**src/rtl/nfc_command_getfeature_pkg.sv**
```systemverilog
// rtl/nfc_command_getfeature_pkg.sv - shared NFC generator selects, opcodes and GET FEATURES state encoding
//
// Purpose : constants and types shared by the GET FEATURES command block and
//           its R/B# synchroniser.
// Contents: atomic command generator select bits and masks, ONFI feature
//           opcodes, the all-generators-ready pattern and the FSM state type.
package nfc_command_getfeature_pkg;

    // Bit positions of the atomic command generators inside the 8-bit select
    localparam int GEN_CA_LATCH_BIT = 6;
    localparam int GEN_DATA_OUT_BIT = 5;
    localparam int GEN_DATA_IN_BIT  = 4;

    localparam logic [7:0] GEN_NONE     = 8'h00;
    localparam logic [7:0] GEN_CA_LATCH = 8'h40;
    localparam logic [7:0] GEN_DATA_OUT = 8'h20;
    localparam logic [7:0] GEN_DATA_IN  = 8'h10;

    // Generators 0..6 must all report ready before a new command is presented
    localparam logic [6:0] GEN_ALL_READY = 7'h7F;

    localparam logic [7:0] OPC_GET_FEATURE = 8'hEE;
    localparam logic [7:0] OPC_SET_FEATURE = 8'hEF;

    typedef enum logic [2:0] {
        ST_READY        = 3'd0,
        ST_CMD          = 3'd1,
        ST_ADDR         = 3'd2,
        ST_WAIT_RB_LOW  = 3'd3,
        ST_WAIT_RB_HIGH = 3'd4,
        ST_DATA_IN      = 3'd5,
        ST_HOST_OUT     = 3'd6
    } state_t;

endpackage

```
**src/rtl/nfc_command_getfeature_way_rb_sync.sv**
```systemverilog
// rtl/nfc_command_getfeature_way_rb_sync.sv - two-stage R/B# sampler for the selected way
//
// Purpose : masks the per-way R/B# inputs with the latched target way and
//           reduces them to one registered ready flag (1 = way ready).
// Ports   : clk, rst (sync active-high), target_way, ready_busy -> way_rb
module nfc_command_getfeature_way_rb_sync #(
    parameter int NumberOfWays = 4
) (
    input  logic                    clk,
    input  logic                    rst,
    input  logic [NumberOfWays-1:0] target_way,
    input  logic [NumberOfWays-1:0] ready_busy,
    output logic                    way_rb
);

    logic [NumberOfWays-1:0] busy_vec_q, busy_vec_d;
    logic                    way_rb_q, way_rb_d;

    always_comb begin
        busy_vec_d = target_way & ready_busy;
        way_rb_d   = |busy_vec_q;
    end

    always_ff @(posedge clk) begin
        if (rst) begin
            busy_vec_q <= '0;
            way_rb_q   <= 1'b0;
        end else begin
            busy_vec_q <= busy_vec_d;
            way_rb_q   <= way_rb_d;
        end
    end

    assign way_rb = way_rb_q;

endmodule

```
**src/rtl/nfc_command_getfeature.sv**
```systemverilog
// rtl/nfc_command_getfeature.sv - NAND GET FEATURES command sequencer
//
// Purpose : on a matching host command, issues EEh + feature address through
//           the CA-latch generator, waits for the way to go busy then ready,
//           reads four parameter bytes through the data-in generator and
//           returns them to the host as one 32-bit word.
// Ports   : host command (iOpcode/iTargetID/iAddress/iCMDValid/oCMDReady),
//           oStart/oLastStep status, host read word (oReadData/oReadLast/
//           oReadValid/iReadReady), atomic generator control (oACG_*),
//           generator read stream (iACG_Read*/oACG_ReadReady), per-way R/B#.
module nfc_command_getfeature
    import nfc_command_getfeature_pkg::*;
#(
    parameter int         NumberOfWays = 4,
    parameter logic [5:0] CommandID    = 6'b000011,
    parameter logic [4:0] TargetID     = 5'b00101,
    parameter int         RBLowTimeout = 16
) (
    input  logic                    iSystemClock,
    input  logic                    iReset,
    input  logic [5:0]              iOpcode,
    input  logic [4:0]              iTargetID,
    input  logic [4:0]              iSourceID,
    input  logic [31:0]             iAddress,
    input  logic                    iCMDValid,
    output logic                    oCMDReady,
    input  logic [NumberOfWays-1:0] iWaySelect,
    output logic                    oStart,
    output logic                    oLastStep,
    output logic [31:0]             oReadData,
    output logic                    oReadLast,
    output logic                    oReadValid,
    input  logic                    iReadReady,
    output logic [7:0]              oACG_Command,
    output logic [2:0]              oACG_CommandOption,
    input  logic [7:0]              iACG_Ready,
    input  logic [7:0]              iACG_LastStep,
    output logic [NumberOfWays-1:0] oACG_TargetWay,
    output logic [15:0]             oACG_NumOfData,
    output logic                    oACG_CASelect,
    output logic [39:0]             oACG_CAData,
    input  logic [15:0]             iACG_ReadData,
    input  logic                    iACG_ReadLast,
    input  logic                    iACG_ReadValid,
    output logic                    oACG_ReadReady,
    input  logic [NumberOfWays-1:0] iACG_ReadyBusy
);

    state_t                  state_q, state_d;
    logic [NumberOfWays-1:0] way_q, way_d;
    logic [7:0]              feat_addr_q, feat_addr_d;
    logic [31:0]             read_data_q, read_data_d;
    logic [1:0]              beat_cnt_q, beat_cnt_d;
    logic [15:0]             rb_cnt_q, rb_cnt_d;

    logic way_rb;
    logic gen_ready;
    logic rb_timeout;
    logic unused_inputs;

    // Source ID, upper address bits and the generator handshakes this command
    // never uses are folded here so they are visibly intentional.
    assign unused_inputs = ^{iSourceID, iAddress[31:8], iACG_Ready[7],
                             iACG_LastStep[7], iACG_LastStep[5], iACG_LastStep[3:0]};

    assign oStart     = (iOpcode == CommandID) & (iTargetID == TargetID) & iCMDValid;
    assign gen_ready  = (iACG_Ready[6:0] == GEN_ALL_READY);
    // Counter holds the number of completed cycles in WAIT_RB_LOW
    assign rb_timeout = (rb_cnt_q == 16'(RBLowTimeout - 1));

    nfc_command_getfeature_way_rb_sync #(
        .NumberOfWays(NumberOfWays)
    ) u_way_rb_sync (
        .clk        (iSystemClock),
        .rst        (iReset),
        .target_way (way_q),
        .ready_busy (iACG_ReadyBusy),
        .way_rb     (way_rb)
    );

    // State register
    always_ff @(posedge iSystemClock) begin
        if (iReset) begin
            state_q <= ST_READY;
        end else begin
            state_q <= state_d;
        end
    end

    // Next-state logic
    always_comb begin
        state_d = state_q;
        case (state_q)
            ST_READY:        if (oStart) state_d = ST_CMD;
            ST_CMD:          if (iACG_LastStep[GEN_CA_LATCH_BIT]) state_d = ST_ADDR;
            ST_ADDR:         if (iACG_LastStep[GEN_CA_LATCH_BIT]) state_d = ST_WAIT_RB_LOW;
            // The way may finish its internal read before busy is ever seen,
            // so a bounded wait keeps the sequence moving.
            ST_WAIT_RB_LOW:  if (!way_rb || rb_timeout) state_d = ST_WAIT_RB_HIGH;
            ST_WAIT_RB_HIGH: if (way_rb) state_d = ST_DATA_IN;
            ST_DATA_IN:      if ((iACG_ReadValid && iACG_ReadLast) ||
                                 iACG_LastStep[GEN_DATA_IN_BIT]) state_d = ST_HOST_OUT;
            ST_HOST_OUT:     if (iReadReady) state_d = ST_READY;
            default:         state_d = ST_READY;
        endcase
    end

    // Output logic
    always_comb begin
        oCMDReady          = 1'b0;
        oLastStep          = 1'b0;
        oReadValid         = 1'b0;
        oReadLast          = 1'b0;
        oACG_Command       = GEN_NONE;
        oACG_CommandOption = 3'b000;
        oACG_NumOfData     = 16'd0;
        oACG_CASelect      = 1'b1;
        oACG_CAData        = 40'd0;
        oACG_ReadReady     = 1'b0;
        case (state_q)
            ST_READY: oCMDReady = 1'b1;
            ST_CMD: begin
                // Generators only see a select once every one of them is idle
                oACG_Command   = gen_ready ? GEN_CA_LATCH : GEN_NONE;
                oACG_CASelect  = 1'b1;
                oACG_NumOfData = 16'd1;
                oACG_CAData    = {OPC_GET_FEATURE, 32'h0};
            end
            ST_ADDR: begin
                oACG_Command   = gen_ready ? GEN_CA_LATCH : GEN_NONE;
                oACG_CASelect  = 1'b0;
                oACG_NumOfData = 16'd1;
                oACG_CAData    = {feat_addr_q, 32'h0};
            end
            ST_DATA_IN: begin
                oACG_Command   = gen_ready ? GEN_DATA_IN : GEN_NONE;
                oACG_NumOfData = 16'd4;
                oACG_ReadReady = 1'b1;
            end
            ST_HOST_OUT: begin
                oReadValid = 1'b1;
                oReadLast  = 1'b1;
                oLastStep  = iReadReady;
            end
            default: ;
        endcase
    end

    // Datapath: latched way/address, collected feature word, beat and timeout counters
    always_comb begin
        way_d       = way_q;
        feat_addr_d = feat_addr_q;
        read_data_d = read_data_q;
        beat_cnt_d  = beat_cnt_q;
        rb_cnt_d    = 16'd0;
        if (state_q == ST_WAIT_RB_LOW) begin
            rb_cnt_d = rb_cnt_q + 16'd1;
        end
        if (state_q == ST_READY && oStart) begin
            way_d       = iWaySelect;
            feat_addr_d = iAddress[7:0];
            beat_cnt_d  = 2'd0;
        end
        if (state_q == ST_DATA_IN && iACG_ReadValid) begin
            case (beat_cnt_q)
                // Low half cleared so a single-beat read returns zero there
                2'd0: begin
                    read_data_d = {iACG_ReadData, 16'h0000};
                    beat_cnt_d  = 2'd1;
                end
                2'd1: begin
                    read_data_d[15:0] = iACG_ReadData;
                    beat_cnt_d        = 2'd2;
                end
                default: ;
            endcase
        end
    end

    always_ff @(posedge iSystemClock) begin
        if (iReset) begin
            way_q       <= '0;
            feat_addr_q <= 8'd0;
            read_data_q <= 32'd0;
            beat_cnt_q  <= 2'd0;
            rb_cnt_q    <= 16'd0;
        end else begin
            way_q       <= way_d;
            feat_addr_q <= feat_addr_d;
            read_data_q <= read_data_d;
            beat_cnt_q  <= beat_cnt_d;
            rb_cnt_q    <= rb_cnt_d;
        end
    end

    assign oACG_TargetWay = way_q;
    assign oReadData      = read_data_q;

endmodule

```
**config.mk**
```make
export PLATFORM = sky130hd
export DESIGN_NAME = nfc_command_getfeature
export DESIGN_NICKNAME = d
export VERILOG_FILES = /design/src/rtl/nfc_command_getfeature_pkg.sv /design/src/rtl/nfc_command_getfeature_way_rb_sync.sv /design/src/rtl/nfc_command_getfeature.sv
export SDC_FILE = /design/constraint.sdc
export NUM_CORES = 1
export LEC_CHECK = 0
export BUFFER_PORTS_ARGS = -buffer_cell sky130_fd_sc_hd__buf_2
export CAP_MARGIN = 5
export CORE_UTILIZATION = 41
export CTS_BUF_LIST = sky130_fd_sc_hd__clkbuf_4 sky130_fd_sc_hd__clkbuf_8
export DETAILED_ROUTE_END_ITERATION = 8
export GPL_TIMING_DRIVEN = 1
export PLACE_DENSITY = 0.86
export SYNTH_ARGS = -nofsm -noshare
export SYNTH_HDL_FRONTEND = slang
export SYNTH_HIERARCHICAL = 1
export SYNTH_SLANG_ARGS = --single-unit
```
**constraint.sdc**
```tcl
create_clock -name iSystemClock -period 1.5 [get_ports iSystemClock]
set_input_delay 0.15 -clock iSystemClock [delete_from_list [all_inputs] [get_ports iSystemClock]]
set_output_delay 0.15 -clock iSystemClock [all_outputs]
set_load 0.02 [all_outputs]
```
==> results.ini <==
[logic_synthesis]
ys.flop_type = dfxtp_1
synth_top_cell_by_area = dfxtp_1
synthTopCellsByArea = dfxtp_1 40%, buf_4 12%, nor2_1 5.1%
syn_area_sq_um = 3520
yosys.area.top_type_share_pct = 39.8
synth-async-reset-ratio_pct = 0
syn_area_per_cell_sq_um = 8.71
yosys-top-cells-count = 70 x dfxtp_1, 58 x buf_4, 48 x nor2_1
synth_enable_flop_cells = 0
yosys_warnings = 6
synthCells = 404
yosysMostFrequentCell = dfxtp_1
ys_seq_area_share_pct = 39.8
ys_seq_elements = 70
yosysUniqueCellTypes = 52

[clocking]
clkLatencyLatePin_ps = 340
cts_tree = done
clkTransAtPathRegs_ps = 80
cts.sinks = 70
cts-root-buf = clkbuf_8
clockBufferDepth = 2
htreeDepth = 3
cts_made_buffers = 9

[hold_path]
holdPathEnd = u_way_rb_sync/busy_vec_q[3]$_SDFF_PP0_
worstHoldStart = iACG_ReadyBusy[3]
holdCritPathClass = in2reg
min_delay_path_depth = 3

[sta]
grt_setup_unrepaired = yes
fin_crit_ps = 1700
setup_slack_ps = -199
final-hold-violation-count = 0
setup_viol = 34
period_share_pct = 113
finClkSkew_ps = 10.2
worst_hold_slack_ps = 27.1
fmax_mhz = 589
drv_slew = 0

[floorplan]
die_area_sq_um = 8960
initial_core_util_pct = 42.6
core-area_sq_um = 8260
num_io_pins = 204
die_y_microns = 94.6
die_w_microns = 94.6
row_count = 33

[job]
drv_cap = 0

[final_layout]
design_area_sq_um = 4780
nNetsFinal = 642
area_delta_synth_final_pct = 36.0
fillers = 699
instances_no_fill = 657
drive_gt1_share_pct = 48.2
num_antenna_cells = 0

[grt]
gr-total-overflow = 0
antenna_found_initial = 0
track_usage_pct = 19.1
grt_max_degree = 34
grt_pass1_vias = 2948
grt_pass1_wl_microns = 13500

[routing]
drt_first_iter_violations = 154
drt_wl_total_microns = 9480
ant_nets = 0
dr.pass1.iters = 4
vias_per_cell = 4.84
drc = 0
vias = 3183
wl_per_cell_microns = 14.4

[place]
dp_hpwl_microns = 5770
postPlaceCellArea_sq_um = 4030
dp.cells = 616
numPortBuffers = 112
place_congestion = 0.774

[critical_path]
r2r-end = state_q[1]$_SDFFE_PP0P_
reg2reg_slack_ps = -80
path_delay_family = flip-flops
cp_slowest_stage_delay_ps = 360
crit_chain = and2b_2, buf_6, a21oi_2, nor2_1, buf_4
crit_buf_inv = 2
endpoint_kind = primary output
reg2regPathDepth = 6
cp_max_fo = 9
slowest_stage = dfxtp_2
reg2reg_from = state_q[0]$_SDFFE_PP0P_
start_kind = flop
worstSetupPathType = reg2out
required_ps = 1350
crit_arrival_ps = 1550

[power]
ir_drop_mv = 0.747
p_per_area_nw_per_um2 = 1090
p_leak_uw = 0.00215

[run_status]
violations = setup timing
outcome = finished, violations left

[cell usage in the layout (no fill, tap or decap), drive strengths merged, types with 3 or more instances in the layout]
master | synthesis | final
mux2i | 12 | 12
o21ai | 17 | 17
dfxtp | 70 | 70
buf | 71 | 156
inv | 8 | 7
and2 | 4 | 4
nor4 | 5 | 5
xnor2 | 3 | 3
conb | 1 | 55
and3 | 3 | 3
nor2 | 50 | 52
nand3 | 22 | 22
clkbuf | 10 | 13
a21oi | 43 | 43
nand4 | 7 | 7
xor2 | 11 | 11
nand2 | 43 | 43
[flip-flops by register name (all words and copies together) (netlist names)]
name                      count
rb_cnt_q                     16
oReadData                    32
u_way_rb_sync/busy_vec_q      4
feat_addr_q                   8
state_q                       3
oACG_TargetWay                4
beat_cnt_q                    2
u_way_rb_sync/way_rb          1
[layer usage]
metal | share of wire (%) | vias up | GRT usage (%) | routed length (microns)
met4 | 3.4 | 0 | 7.70 | 327
met2 | 51 | 123 | 32.8 | 4870
met5 | 0 | - | 0 | 0
met1 | 41 | 1503 | 23.5 | 3860
met3 | 4.5 | 24 | 3.62 | 425
li1 | - | 1533 | - | -
[worst max path at each step]
| stage | start | end | slack, ps | cells past startpoint |
|---|---|---|---|---|
| floorplan | state_q[0]$_SDFFE_PP0P_ | beat_cnt_q[1]$_SDFF_PP0_ | -30 | 6 |
| global placement | state_q[0]$_SDFFE_PP0P_ | oReadData[25]$_SDFFE_PP0P_ | 10 | 7 |
| detailed placement | state_q[0]$_SDFFE_PP0P_ | oReadData[21]$_SDFFE_PP0P_ | -90 | 7 |
| CTS | state_q[0]$_SDFFE_PP0P_ | oACG_CAData[36] | -60 | 5 |
| global route | state_q[0]$_SDFFE_PP0P_ | oACG_CAData[33] | -270 | 5 |
| finish | state_q[0]$_SDFFE_PP0P_ | oACG_CAData[33] | -200 | 5 |
[logic make-up after synthesis]
family,after synthesis,synth area share [%]
other,1,0.107
flip-flops,70,39.8
buffers and inverters,89,17.9
adder cells (fa/ha/maj),1,0.356
AND/OR/NAND/NOR,149,23.3
multiplexers,12,3.41
XOR/XNOR,14,3.49
AO/OA/AOI/OAI,68,11.7
[worst register-to-register path: stages (launching register included)]
cell	delay, ps
dfxtp_2	360
nor2b_4	190
buf_6	130
nor2_2	60
o32a_1	360
buf_4	170
a311oi_2	220
[per-stage QoR]
step | utilization [%] | TNS, ps | power [uW] | setup slack (ps)
3_5_place_dp | 48.8 | -716 | 3140 | -86.6
2_1_floorplan | - | -45.1 | 2920 | -32.9
3_3_place_gp | 48.8 | 0 | 3120 | 10.4
6_report | 57.9 | -2200 | 5210 | -199
5_1_grt | 57.9 | -5040 | 5440 | -267
4_1_cts | 53.3 | -841 | 4970 | -61.7
[where the power goes]
part / leakage, uW / switching (uW) / internal (uW)
clock: 0.000105 / 735 / 908
sequential: 0.000568 / 40.4 / 1890
combinational: 0.00148 / 943 / 689
total: 0.00215 / 1720 / 3490
[area by class of cell]
type | instances | area (sq um) | share of cell area (%)
clock buffers | 12 | 165 | 3.45
well taps | 105 | 131 | 2.75
clock inverters | 4 | 53.8 | 1.12
multi-input cells | 301 | 1960 | 40.9
inverters | 8 | 35.0 | 0.732
repair buffers | 157 | 1030 | 21.5
flip-flops and latches | 70 | 1420 | 29.6
[timing repair]
| item | CTS | global route |
|---|---|---|
| hold buffers | 0 | 0 |
| gates cloned | 1 | 2 |
| pin swaps | 5 | 29 |
| resized for setup | 20 | 82 |
| endpoints found under the setup margin | 35 | 56 |
| buffers inserted | 9 | 13 |
Note: power is estimated with default switching activity, not from simulation.
